`config.mk`:
```
export PLATFORM = sky130hd
export DESIGN_NAME = mem_arb
export DESIGN_NICKNAME = d
export VERILOG_FILES = /design/src/rtl/mem_arb_pkg.sv /design/src/rtl/mem_arb_rr.sv /design/src/rtl/mem_arb.sv
export SDC_FILE = /design/constraint.sdc
export NUM_CORES = 1
export LEC_CHECK = 0
export BUFFER_PORTS_ARGS = -buffer_cell sky130_fd_sc_hd__buf_2
export CORE_AREA = 2 2 124 126
export DETAILED_ROUTE_END_ITERATION = 6
export DIE_AREA = 0 0 126 128
export SLEW_MARGIN = 20
export SYNTH_ARGS = -nofsm -noshare
export SYNTH_HDL_FRONTEND = slang
export SYNTH_HIERARCHICAL = 1
export SYNTH_SLANG_ARGS = --single-unit
```
`constraint.sdc`:
```
create_clock -name decaf_clk -period 3 [get_ports decaf_clk]
set_clock_uncertainty 0.1 [all_clocks]
set_input_delay 0.15 -clock decaf_clk [delete_from_list [all_inputs] [get_ports decaf_clk]]
set_output_delay 0.15 -clock decaf_clk [all_outputs]
set_load 0.005 [all_outputs]
```
`src/rtl/mem_arb_pkg.sv`:
```
// Memory-bus encodings shared by the arbiter and its users: transaction types,
// sizes, ack codes, the non-cacheable address window and the arbiter states.
package mem_arb_pkg;

  localparam logic [1:0] IDLE_ACK      = 2'b00;
  localparam logic [1:0] NORMAL_ACK    = 2'b01;
  localparam logic [1:0] MEM_ERROR_ACK = 2'b10;
  localparam logic [1:0] IO_ERROR_ACK  = 2'b11;

  localparam logic [3:0] ICACHE_LOAD     = 4'b0000;
  localparam logic [3:0] ICACHE_NC_LOAD  = 4'b0010;
  localparam logic [3:0] DCACHE_LOAD     = 4'b0100;
  localparam logic [3:0] WRITE_BACK      = 4'b0101;
  localparam logic [3:0] DCACHE_NC_LOAD  = 4'b0110;
  localparam logic [3:0] DCACHE_NC_STORE = 4'b0111;

  localparam logic [1:0] SIZE_BYTE = 2'b00;
  localparam logic [1:0] SIZE_HALF = 2'b01;
  localparam logic [1:0] SIZE_WORD = 2'b10;
  localparam logic [1:0] SIZE_LINE = 2'b11;

  localparam logic [31:0] NC_ADDR_LOW  = 32'h0000_0100;
  localparam logic [31:0] NC_ADDR_HIGH = 32'h000F_FFFF;

  typedef enum logic [1:0] {
    ARB_IDLE,
    ARB_ISSUE,
    ARB_WAIT,
    ARB_GAP
  } arb_state_t;

endpackage

```
`src/rtl/mem_arb_rr.sv`:
```
// Two-way round-robin grant: a lone requester wins, a tie goes to the port
// that did not win last; the last winner is remembered only when take is high.
module mem_arb_rr (
  input  logic clk,
  input  logic reset,
  input  logic req0,
  input  logic req1,
  input  logic take,
  output logic gnt_vld,
  output logic gnt
);

  logic last_gnt_q;
  logic last_gnt_d;

  always_comb begin
    gnt_vld = req0 | req1;
    gnt     = (req0 && req1) ? ~last_gnt_q : req1;
    last_gnt_d = last_gnt_q;
    if (take && gnt_vld) begin
      last_gnt_d = gnt;
    end
  end

  // Reset to port 1 so port 0 wins the first tie.
  always_ff @(posedge clk) begin
    if (reset) begin
      last_gnt_q <= 1'b1;
    end else begin
      last_gnt_q <= last_gnt_d;
    end
  end

endmodule

```
`src/rtl/mem_arb.sv`:
```
// Shares one memory bus between two ports: one mem_tv per transaction, acks and
// read data steered to the granted port, watchdog-bounded; mem_tv follows req by one cycle.
module mem_arb
  import mem_arb_pkg::*;
#(
  parameter int TIMEOUT_CYCLES = 256,
  parameter int TO_W           = 9
) (
  input  logic        decaf_clk,
  input  logic        reset,
  input  logic        p0_req,
  input  logic [31:0] p0_addr,
  input  logic [3:0]  p0_type,
  input  logic [1:0]  p0_size,
  input  logic [31:0] p0_wdata,
  output logic [1:0]  p0_ack,
  output logic [31:0] p0_rdata,
  output logic        p0_done,
  input  logic        p1_req,
  input  logic [31:0] p1_addr,
  input  logic [3:0]  p1_type,
  input  logic [1:0]  p1_size,
  input  logic [31:0] p1_wdata,
  output logic [1:0]  p1_ack,
  output logic [31:0] p1_rdata,
  output logic        p1_done,
  output logic [31:0] mem_addr_bus,
  output logic [3:0]  mem_type,
  output logic [1:0]  mem_size,
  output logic        mem_tv,
  output logic [31:0] mem_data_out,
  input  logic [31:0] mem_data_in,
  input  logic [1:0]  mem_ack,
  output logic        timeout_err
);

  // Expiry fires on the TIMEOUT_CYCLES-th idle cycle since the last progress.
  localparam logic [TO_W-1:0] WDOG_LAST = TO_W'(TIMEOUT_CYCLES - 1);

  function automatic logic [2:0] beat_count(input logic [3:0] typ, input logic [31:0] addr);
    logic nc;
    nc = (addr >= NC_ADDR_LOW) && (addr <= NC_ADDR_HIGH);
    case (typ)
      ICACHE_LOAD, DCACHE_LOAD:                        beat_count = nc ? 3'd1 : 3'd4;
      WRITE_BACK:                                      beat_count = 3'd4;
      ICACHE_NC_LOAD, DCACHE_NC_LOAD, DCACHE_NC_STORE: beat_count = 3'd1;
      default:                                         beat_count = 3'd0;
    endcase
  endfunction

  arb_state_t      state_q, state_d;
  logic            gnt_q, gnt_d;
  logic [2:0]      beat_cnt_q, beat_cnt_d;
  logic [TO_W-1:0] wdog_q, wdog_d;
  logic [31:0]     mem_addr_q, mem_addr_d;
  logic [3:0]      mem_type_q, mem_type_d;
  logic [1:0]      mem_size_q, mem_size_d;
  logic            mem_tv_q, mem_tv_d;
  logic            timeout_err_q, timeout_err_d;

  logic        rr_vld, rr_gnt, take;
  logic        port_sel, done_sel;
  logic [1:0]  ack_sel;
  logic [31:0] sel_addr;
  logic [3:0]  sel_type;
  logic [1:0]  sel_size;
  logic [2:0]  sel_beats;

  mem_arb_rr u_rr (
    .clk     (decaf_clk),
    .reset   (reset),
    .req0    (p0_req),
    .req1    (p1_req),
    .take    (take),
    .gnt_vld (rr_vld),
    .gnt     (rr_gnt)
  );

  always_comb begin
    sel_addr  = rr_gnt ? p1_addr : p0_addr;
    sel_type  = rr_gnt ? p1_type : p0_type;
    sel_size  = rr_gnt ? p1_size : p0_size;
    sel_beats = beat_count(sel_type, sel_addr);

    state_d       = state_q;
    gnt_d         = gnt_q;
    beat_cnt_d    = beat_cnt_q;
    wdog_d        = wdog_q;
    mem_addr_d    = mem_addr_q;
    mem_type_d    = mem_type_q;
    mem_size_d    = mem_size_q;
    mem_tv_d      = 1'b0;
    timeout_err_d = timeout_err_q;
    take          = 1'b0;
    port_sel      = gnt_q;
    ack_sel       = IDLE_ACK;
    done_sel      = 1'b0;

    case (state_q)
      ARB_IDLE: begin
        port_sel = rr_gnt;
        if (rr_vld) begin
          take       = 1'b1;
          gnt_d      = rr_gnt;
          mem_addr_d = sel_addr;
          mem_type_d = sel_type;
          mem_size_d = sel_size;
          // Unsupported types never reach the bus; the requester gets an error.
          if (sel_beats == 3'd0) begin
            ack_sel  = MEM_ERROR_ACK;
            done_sel = 1'b1;
            state_d  = ARB_GAP;
          end else begin
            beat_cnt_d = sel_beats;
            mem_tv_d   = 1'b1;
            state_d    = ARB_ISSUE;
          end
        end
      end
      ARB_ISSUE: begin
        wdog_d  = '0;
        state_d = ARB_WAIT;
      end
      ARB_WAIT: begin
        if (mem_ack != IDLE_ACK && beat_cnt_q != 3'd0) begin
          ack_sel = mem_ack;
          wdog_d  = '0;
          if (mem_ack == NORMAL_ACK) begin
            beat_cnt_d = beat_cnt_q - 3'd1;
            if (beat_cnt_q == 3'd1) begin
              done_sel = 1'b1;
              state_d  = ARB_GAP;
            end
          end else begin
            beat_cnt_d = 3'd0;
            done_sel   = 1'b1;
            state_d    = ARB_GAP;
          end
        end else if (wdog_q == WDOG_LAST) begin
          ack_sel       = MEM_ERROR_ACK;
          done_sel      = 1'b1;
          timeout_err_d = 1'b1;
          state_d       = ARB_GAP;
        end else begin
          wdog_d = wdog_q + 1'b1;
        end
      end
      ARB_GAP: state_d = ARB_IDLE;
      default: state_d = ARB_IDLE;
    endcase
  end

  always_ff @(posedge decaf_clk) begin
    if (reset) begin
      state_q       <= ARB_IDLE;
      gnt_q         <= 1'b0;
      beat_cnt_q    <= 3'd0;
      wdog_q        <= '0;
      mem_addr_q    <= 32'd0;
      mem_type_q    <= 4'd0;
      mem_size_q    <= 2'd0;
      mem_tv_q      <= 1'b0;
      timeout_err_q <= 1'b0;
    end else begin
      state_q       <= state_d;
      gnt_q         <= gnt_d;
      beat_cnt_q    <= beat_cnt_d;
      wdog_q        <= wdog_d;
      mem_addr_q    <= mem_addr_d;
      mem_type_q    <= mem_type_d;
      mem_size_q    <= mem_size_d;
      mem_tv_q      <= mem_tv_d;
      timeout_err_q <= timeout_err_d;
    end
  end

  assign p0_ack   = port_sel ? IDLE_ACK : ack_sel;
  assign p1_ack   = port_sel ? ack_sel : IDLE_ACK;
  assign p0_done  = ~port_sel & done_sel;
  assign p1_done  = port_sel & done_sel;
  assign p0_rdata = (state_q == ARB_WAIT && !gnt_q) ? mem_data_in : 32'd0;
  assign p1_rdata = (state_q == ARB_WAIT &&  gnt_q) ? mem_data_in : 32'd0;

  assign mem_data_out = gnt_q ? p1_wdata : p0_wdata;
  assign mem_addr_bus = mem_addr_q;
  assign mem_type     = mem_type_q;
  assign mem_size     = mem_size_q;
  assign mem_tv       = mem_tv_q;
  assign timeout_err  = timeout_err_q;

endmodule

```
==> results of run 1 <==
==> routing by layer <==
layer,track usage,vias up
li1,-,2196
met5,0,-
met1,0.197,1920
met4,0.0349,0
met3,0.0451,13
met2,0.299,203
==> cell type report <==
type | count | area (um^2) | share of cell area
multi-input cells | 343 | 2470 | 0.432
repair buffers | 325 | 1680 | 0.294
flip-flops and latches | 56 | 1120 | 0.196
well taps | 188 | 235 | 0.0411
clock buffers | 7 | 153 | 0.0267
clock inverters | 1 | 30.0 | 0.00525
inverters | 7 | 26.3 | 0.00460
==> sequential cells by signal, indices dropped and copies added (netlist names) <==
register,flops
mem_tv,1
mem_addr_bus,32
wdog_q,9
gnt_q,1
timeout_err,1
u_rr/last_gnt_q,1
beat_cnt_q,3
mem_size,2
state_q,2
mem_type,4
==> metrics by stage <==
step / util / hold slack (ps) / instances
global route: 0.385 / 75.3 / 927
global placement: 0.372 / 356 / 919
detailed placement: 0.372 / 360 / 919
finish: 0.385 / 58.0 / 927
floorplan: - / 160 / 443
CTS: 0.385 / 48.2 / 927
==> worst max-delay path, cell delays in order, from the launching register on <==
cell,delay [ps]
dfxtp_1,350
a21boi_4,680
nand2b_1,200
o32a_1,220
and3_1,210
a21oi_1,300
nor2_1,80
buf_2,150
==> worst max-delay path by stage <==
stage | startpoint | endpoint | cells past startpoint
2_1_floorplan | wdog_q[0]$_SDFFE_PP0P_ | state_q[1]$_SDFFE_PP0P_ | 10
3_3_place_gp | u_rr/last_gnt_q$_SDFFE_PP1P_ | p1_done | 7
3_5_place_dp | u_rr/last_gnt_q$_SDFFE_PP1P_ | p1_done | 7
4_1_cts | u_rr/last_gnt_q$_SDFFE_PP1P_ | p1_done | 7
5_1_grt | u_rr/last_gnt_q$_SDFFE_PP1P_ | p1_done | 7
6_report | u_rr/last_gnt_q$_SDFFE_PP1P_ | p1_done | 7
==> power by group through the flow <==
| stage | combinational, mW | sequential (mW) | clock [mW] |
|---|---|---|---|
| 6_report | 1.99 | 1.09 | 0.714 |
| 5_1_grt | 2.22 | 1.12 | 0.767 |
| 4_1_cts | 2.01 | 1.09 | 0.738 |
| 3_5_place_dp | 2.01 | 1.10 | 0 |
| 3_3_place_gp | 2.01 | 1.10 | 0 |
| 2_1_floorplan | 1.23 | 1.10 | 0 |
==> logic make-up (layout without fill, tap and decap cells) <==
family	count (synthesis)	count (layout)	share of synthesized area
AO/OA/AOI/OAI	75	75	0.149
XOR/XNOR	6	6	0.0139
adder cells (fa/ha/maj)	8	8	0.0265
buffers and inverters	44	340	0.0517
flip-flops	56	56	0.297
multiplexers	74	74	0.207
AND/OR/NAND/NOR	180	180	0.254
==> cell usage in the layout (no fill, tap or decap), types with 5 or more instances in the layout <==
master and n:
a211oi_1 40, a21oi_1 9, and2_1 32, and3_1 38, buf_2 319, clkbuf_16 5, dfxtp_1 55, ha_1 8
inv_1 7, mux2_2 33, mux2i_1 41, nand2_1 5, nand4_1 6, nor2_1 70, nor4_1 5, xor2_1 5
==> impl_metrics.csv, run 1 <==
group,metric,value,unit
worst_setup_path,cp-start-kind,"flop",
clock_tree,clockBufferDepth,2,
logic_synthesis,synth_top_area_cell,"dfxtp_1",
logic_synthesis,synth.most_common_cell,"nor2_1",
timing,slew-limit-headroom,0.451,
floorplanning,initial_core_util,0.254,
clock_tree,cts_buffers,5,
power_and_ir_drop,pwr-share-clk,0.188,
finish,syn_to_final_growth,51.4,%
global_routing,track_usage,0.166,
logic_synthesis,syn_inst,443,
clock_tree,cts_tree,"built",
min_path,whs_path_depth,3,
floorplanning,fp.dieW,126,um
floorplanning,die_y,128,um
logic_synthesis,synthTopCellsByArea,"dfxtp_1 30%, mux2i_1 11%, mux2_2 9.8%",
worst_setup_path,worstReg2RegStart,"u_rr/last_gnt_q$_SDFFE_PP1P_",
min_path,min_to,"u_rr/last_gnt_q$_SDFFE_PP1P_",
power_and_ir_drop,p_switching,1.51,mW
global_routing,grt_max_degree,59,
clock_tree,cts.sinks,56,
finish,fillers,1548,
logic_synthesis,syn_area,3780,um^2
detailed_routing,wl_met3,1200,um
floorplanning,coreArea,14900,um^2
timing,hold_viol,0,
detailed_routing,met1Wirelength,5850,um
logic_synthesis,synth-async-reset-ratio,0,
logic_synthesis,yosysSeqAreaShare,0.297,
power_and_ir_drop,p_leak,3.00,nW
finish,nNetsFinal,924,
power_and_ir_drop,seq_power_share,0.287,
logic_synthesis,netlist_top_cells_count,"70 x nor2_1, 56 x dfxtp_1, 41 x mux2i_1",
clock_tree,htreeDepth,2,
global_routing,antenna_found_initial,0,
clock_tree,worst_skew_pair.late_latency,290,ps
detailed_routing,wl_per_cell,15.3,um
detailed_routing,highest_layer,"met4",
logic_synthesis,synth_cell_type_count,51,
timing,rsz0062_at_grt,"no",
place,place_ws,572,ps
timing,setup_slack,267,ps
power_and_ir_drop,combPwrFrac,0.525,
power_and_ir_drop,ir_drop,335,uV
timing,tightest_slew,821,ps
power_and_ir_drop,netSwitchingFraction,0.396,
detailed_routing,ant_nets,0,
global_routing,grt_pass1_vias,4029,
place,place_congestion,0.789,
min_path,worstHoldStart,"p1_req",
floorplanning,die_area,16100,um^2
timing,finalCriticalPeriod,2730,ps
detailed_routing,routed-wl-met2,6970,um
finish,diodes,0,
worst_setup_path,cp_max_fo,21,
timing,setup-tns-final,0,ps
logic_synthesis,synth_top_area_frac,0.297,
clock_tree,cts_resized,0,
timing,final-setup-viol-count,0,
worst_setup_path,cp.required,2750,ps
worst_setup_path,reg2reg_depth,7,
worst_setup_path,end_kind,"output port",
detailed_routing,vias,4332,
clock_tree,cts_setup_buffers,0,
detailed_routing,dr.pass1.iters,4,
logic_synthesis,synth_seq_cells,56,
run,maxCapViolCount,0,
logic_synthesis,avgSynthCellArea,8.52,um^2
min_path,hp-class,"input port to flop",
timing,max_freq,366,MHz
worst_setup_path,worstSetupPathType,"flop to output port",
worst_setup_path,rr_endpoint,"beat_cnt_q[0]$_SDFFE_PP0P_",
logic_synthesis,yosysWarnings,6,
detailed_routing,via_per_inst,4.67,
worst_setup_path,crit_arrival,2480,ps
logic_synthesis,syn-num-nets,629,
worst_setup_path,r2r_setup_slack,580,ps
place,place_area,5540,um^2
clock_tree,clk_pin_slew,70,ps
global_routing,grt-ovfl-total,0,
detailed_routing,drc_errors,0,
global_routing,grt_pass1_wl,21500,um
place,portBuffers,319,
timing,drv_slew,0,
finish,design_area,5720,um^2
power_and_ir_drop,total_power,3.80,mW
detailed_routing,drt_iter0_markers,128,
finish,layout-drive-gt1-share,0.513,
logic_synthesis,synth-edff-count,0,
power_and_ir_drop,p_int,2.29,mW
logic_synthesis,ys.flop_type,"dfxtp_1",
floorplanning,rows,45,
detailed_routing,wl,14200,um
place,dp_hpwl,11700,um
timing,final.period_utilization,0.911,
clock_tree,clock-root-buffer,"clkbuf_16",
clock_tree,postCtsHoldBufs,0,
floorplanning,ios,320,
power_and_ir_drop,powerDensity,664,nW/um^2
status,status,"complete, no violations",
(Power assumes the default switching activity.)
==> run 2: changes to the inputs <==
- CELL_PAD_IN_SITES_DETAIL_PLACEMENT: not set -> 0
- CELL_PAD_IN_SITES_GLOBAL_PLACEMENT: not set -> 1
- CORE_AREA: 2 2 124 126 -> 2 2 123 125
- DIE_AREA: 0 0 126 128 -> 0 0 125 127
- PLACE_DENSITY_LB_ADDON: not set -> 0.1
==> run 2 against run 1 <==
Compared with the run above: maximum frequency is 6.9% higher; largest cell class unchanged; routed wire length is 8.6% higher; count of clock-buffer cells in the layout is 2 lower; power is 3.0% lower; die area is 1.6% lower; final cell count is 0.11% lower.
==> impl_metrics.csv, run 2 (same netlist as run 1, synthesis figures left out) <==
group,metric,value,unit
clock_tree,clock-root-buffer,"clkbuf_16",
timing,setup-tns-final,0,ps
timing,hold_viol,0,
worst_setup_path,cp.required,2750,ps
clock_tree,htreeDepth,2,
power_and_ir_drop,pwr-share-clk,0.159,
status,status,"complete, no violations",
clock_tree,cts_tree,"built",
worst_setup_path,worstSetupPathType,"flop to output port",
timing,finalCriticalPeriod,2560,ps
timing,tightest_slew,687,ps
timing,drv_slew,0,
detailed_routing,via_per_inst,4.67,
finish,nNetsFinal,927,
global_routing,track_usage,0.184,
place,dp_hpwl,12700,um
detailed_routing,vias,4326,
detailed_routing,dr.pass1.iters,4,
clock_tree,postCtsHoldBufs,0,
finish,layout_commonest_cell,"buf_2",
power_and_ir_drop,p_leak,3.00,nW
finish,fillers,1572,
floorplanning,die_y,127,um
min_path,hp-class,"input port to flop",
finish,diodes,0,
clock_tree,cts_setup_buffers,0,
floorplanning,fp.dieW,125,um
worst_setup_path,max_stage_delay,330,ps
worst_setup_path,crit_arrival,2310,ps
timing,final-setup-viol-count,0,
worst_setup_path,cp_max_fo,5,
finish,fin_cells,926,
power_and_ir_drop,combPwrFrac,0.543,
clock_tree,clockBufferDepth,2,
worst_setup_path,worst-path-buf-inv,1,
floorplanning,die_area,15900,um^2
timing,slew-limit-headroom,0.542,
power_and_ir_drop,netSwitchingFraction,0.414,
clock_tree,cts.sinks,56,
clock_tree,worst_skew_pair.late_latency,300,ps
worst_setup_path,crit_slowest_cell,"dfxtp_1",
worst_setup_path,path_cells,"ha_1 > and3_1 > and3_1 > ha_1 > nor2_1 > a21oi_1 > o22a_1 > a21oi_1 > nor2_1 > buf_2",
finish,largest_reg_flops,32,
global_routing,grt_pass1_vias,4264,
clock_tree,cts_resized,0,
detailed_routing,wl,15400,um
run,maxCapViolCount,0,
power_and_ir_drop,ir_drop,264,uV
worst_setup_path,end_kind,"output port",
finish,postLayoutCoreUtil,0.393,
finish,layout_common_cells,"319 x buf_2, 70 x nor2_1, 55 x dfxtp_1, 41 x mux2i_1, 40 x a211oi_1",
worst_setup_path,r2r_setup_slack,720,ps
place,place_congestion,0.901,
clock_tree,clk_pin_slew,70,ps
finish,syn_to_final_growth,50.2,%
power_and_ir_drop,p_int,2.16,mW
clock_tree,cts_buffers,5,
floorplanning,initial_core_util,0.262,
global_routing,grt_pass1_wl,23400,um
detailed_routing,drt_iter0_markers,136,
timing,final.period_utilization,0.852,
floorplanning,coreArea,14400,um^2
timing,hold_slack,47.7,ps
worst_setup_path,cp-start-kind,"flop",
worst_setup_path,critical_path.top_delay_family,"simple AND/OR/NAND/NOR gates",
floorplanning,rows,44,
timing,max_freq,391,MHz
global_routing,antenna_found_initial,3,
finish,layout-drive-gt1-share,0.515,
global_routing,grt_max_degree,49,
power_and_ir_drop,total_power,3.68,mW
detailed_routing,ant_nets,0,
detailed_routing,drc_errors,0,
power_and_ir_drop,seq_power_share,0.298,
power_and_ir_drop,p_switching,1.53,mW
detailed_routing,wl_per_cell,16.7,um
floorplanning,ios,320,
timing,rsz0062_at_grt,"no",
place,dp.cells,918,
place,portBuffers,319,
power_and_ir_drop,powerDensity,650,nW/um^2
global_routing,grt-ovfl-total,0,
[run 2: per-layer routing]
| layer | up-vias | track usage | wire length, um |
|---|---|---|---|
| met4 | 4 | 0.0301 | 103 |
| met3 | 13 | 0.0649 | 1220 |
| met1 | 1974 | 0.226 | 6530 |
| li1 | 2193 | - | - |
| met5 | - | 0 | 27 |
| met2 | 142 | 0.317 | 7540 |
[run 2: path summary, 6_finish.rpt]
kind | endpoint | cells past startpoint | start
setup reg to reg | state_q[1]$_SDFFE_PP0P_ | 10 | wdog_q[0]$_SDFFE_PP0P_
hold / removal | u_rr/last_gnt_q$_SDFFE_PP1P_ | 3 | p1_req
hold reg to reg | beat_cnt_q[1]$_SDFFE_PP0P_ | 2 | beat_cnt_q[1]$_SDFFE_PP0P_
setup / recovery | p0_done | 10 | wdog_q[0]$_SDFFE_PP0P_
[run 2: power groups by stage]
stage	Combinational, mW	Sequential [mW]	Clock (mW)
2_1_floorplan	1.23	1.10	0
3_3_place_gp	2.01	1.11	0
3_5_place_dp	2.03	1.11	0
4_1_cts	2.04	1.10	0.610
5_1_grt	2.25	1.13	0.636
6_report	2.00	1.10	0.586
[run 2: stage by stage]
stage | area, um^2 | setup WS, ps
after floorplan | 3780 | 964
after global placement | 5530 | 795
after detailed placement | 5530 | 753
after CTS | 5670 | 419
after global routing | 5670 | 321
final | 5670 | 444
[run 2: final cells by class]
cell class	instances	area (um^2)	share of cell area
flip-flops and latches	56	1120	0.198
inverters	7	26.3	0.00463
repair buffers	328	1680	0.296
clock buffers	5	125	0.0221
multi-input cells	343	2470	0.436
well taps	184	230	0.0406
clock inverters	3	18.8	0.00331
[run 2: worst register-to-register path, cell delays in order (launching register included)]
cell and delay (ps):
dfxtp_1 330, ha_1 220, and3_1 220, and3_1 180, ha_1 250, nor2_1 110
a21oi_1 50, o22a_1 200, o22ai_1 230, a211oi_1 100, a211oi_1 210
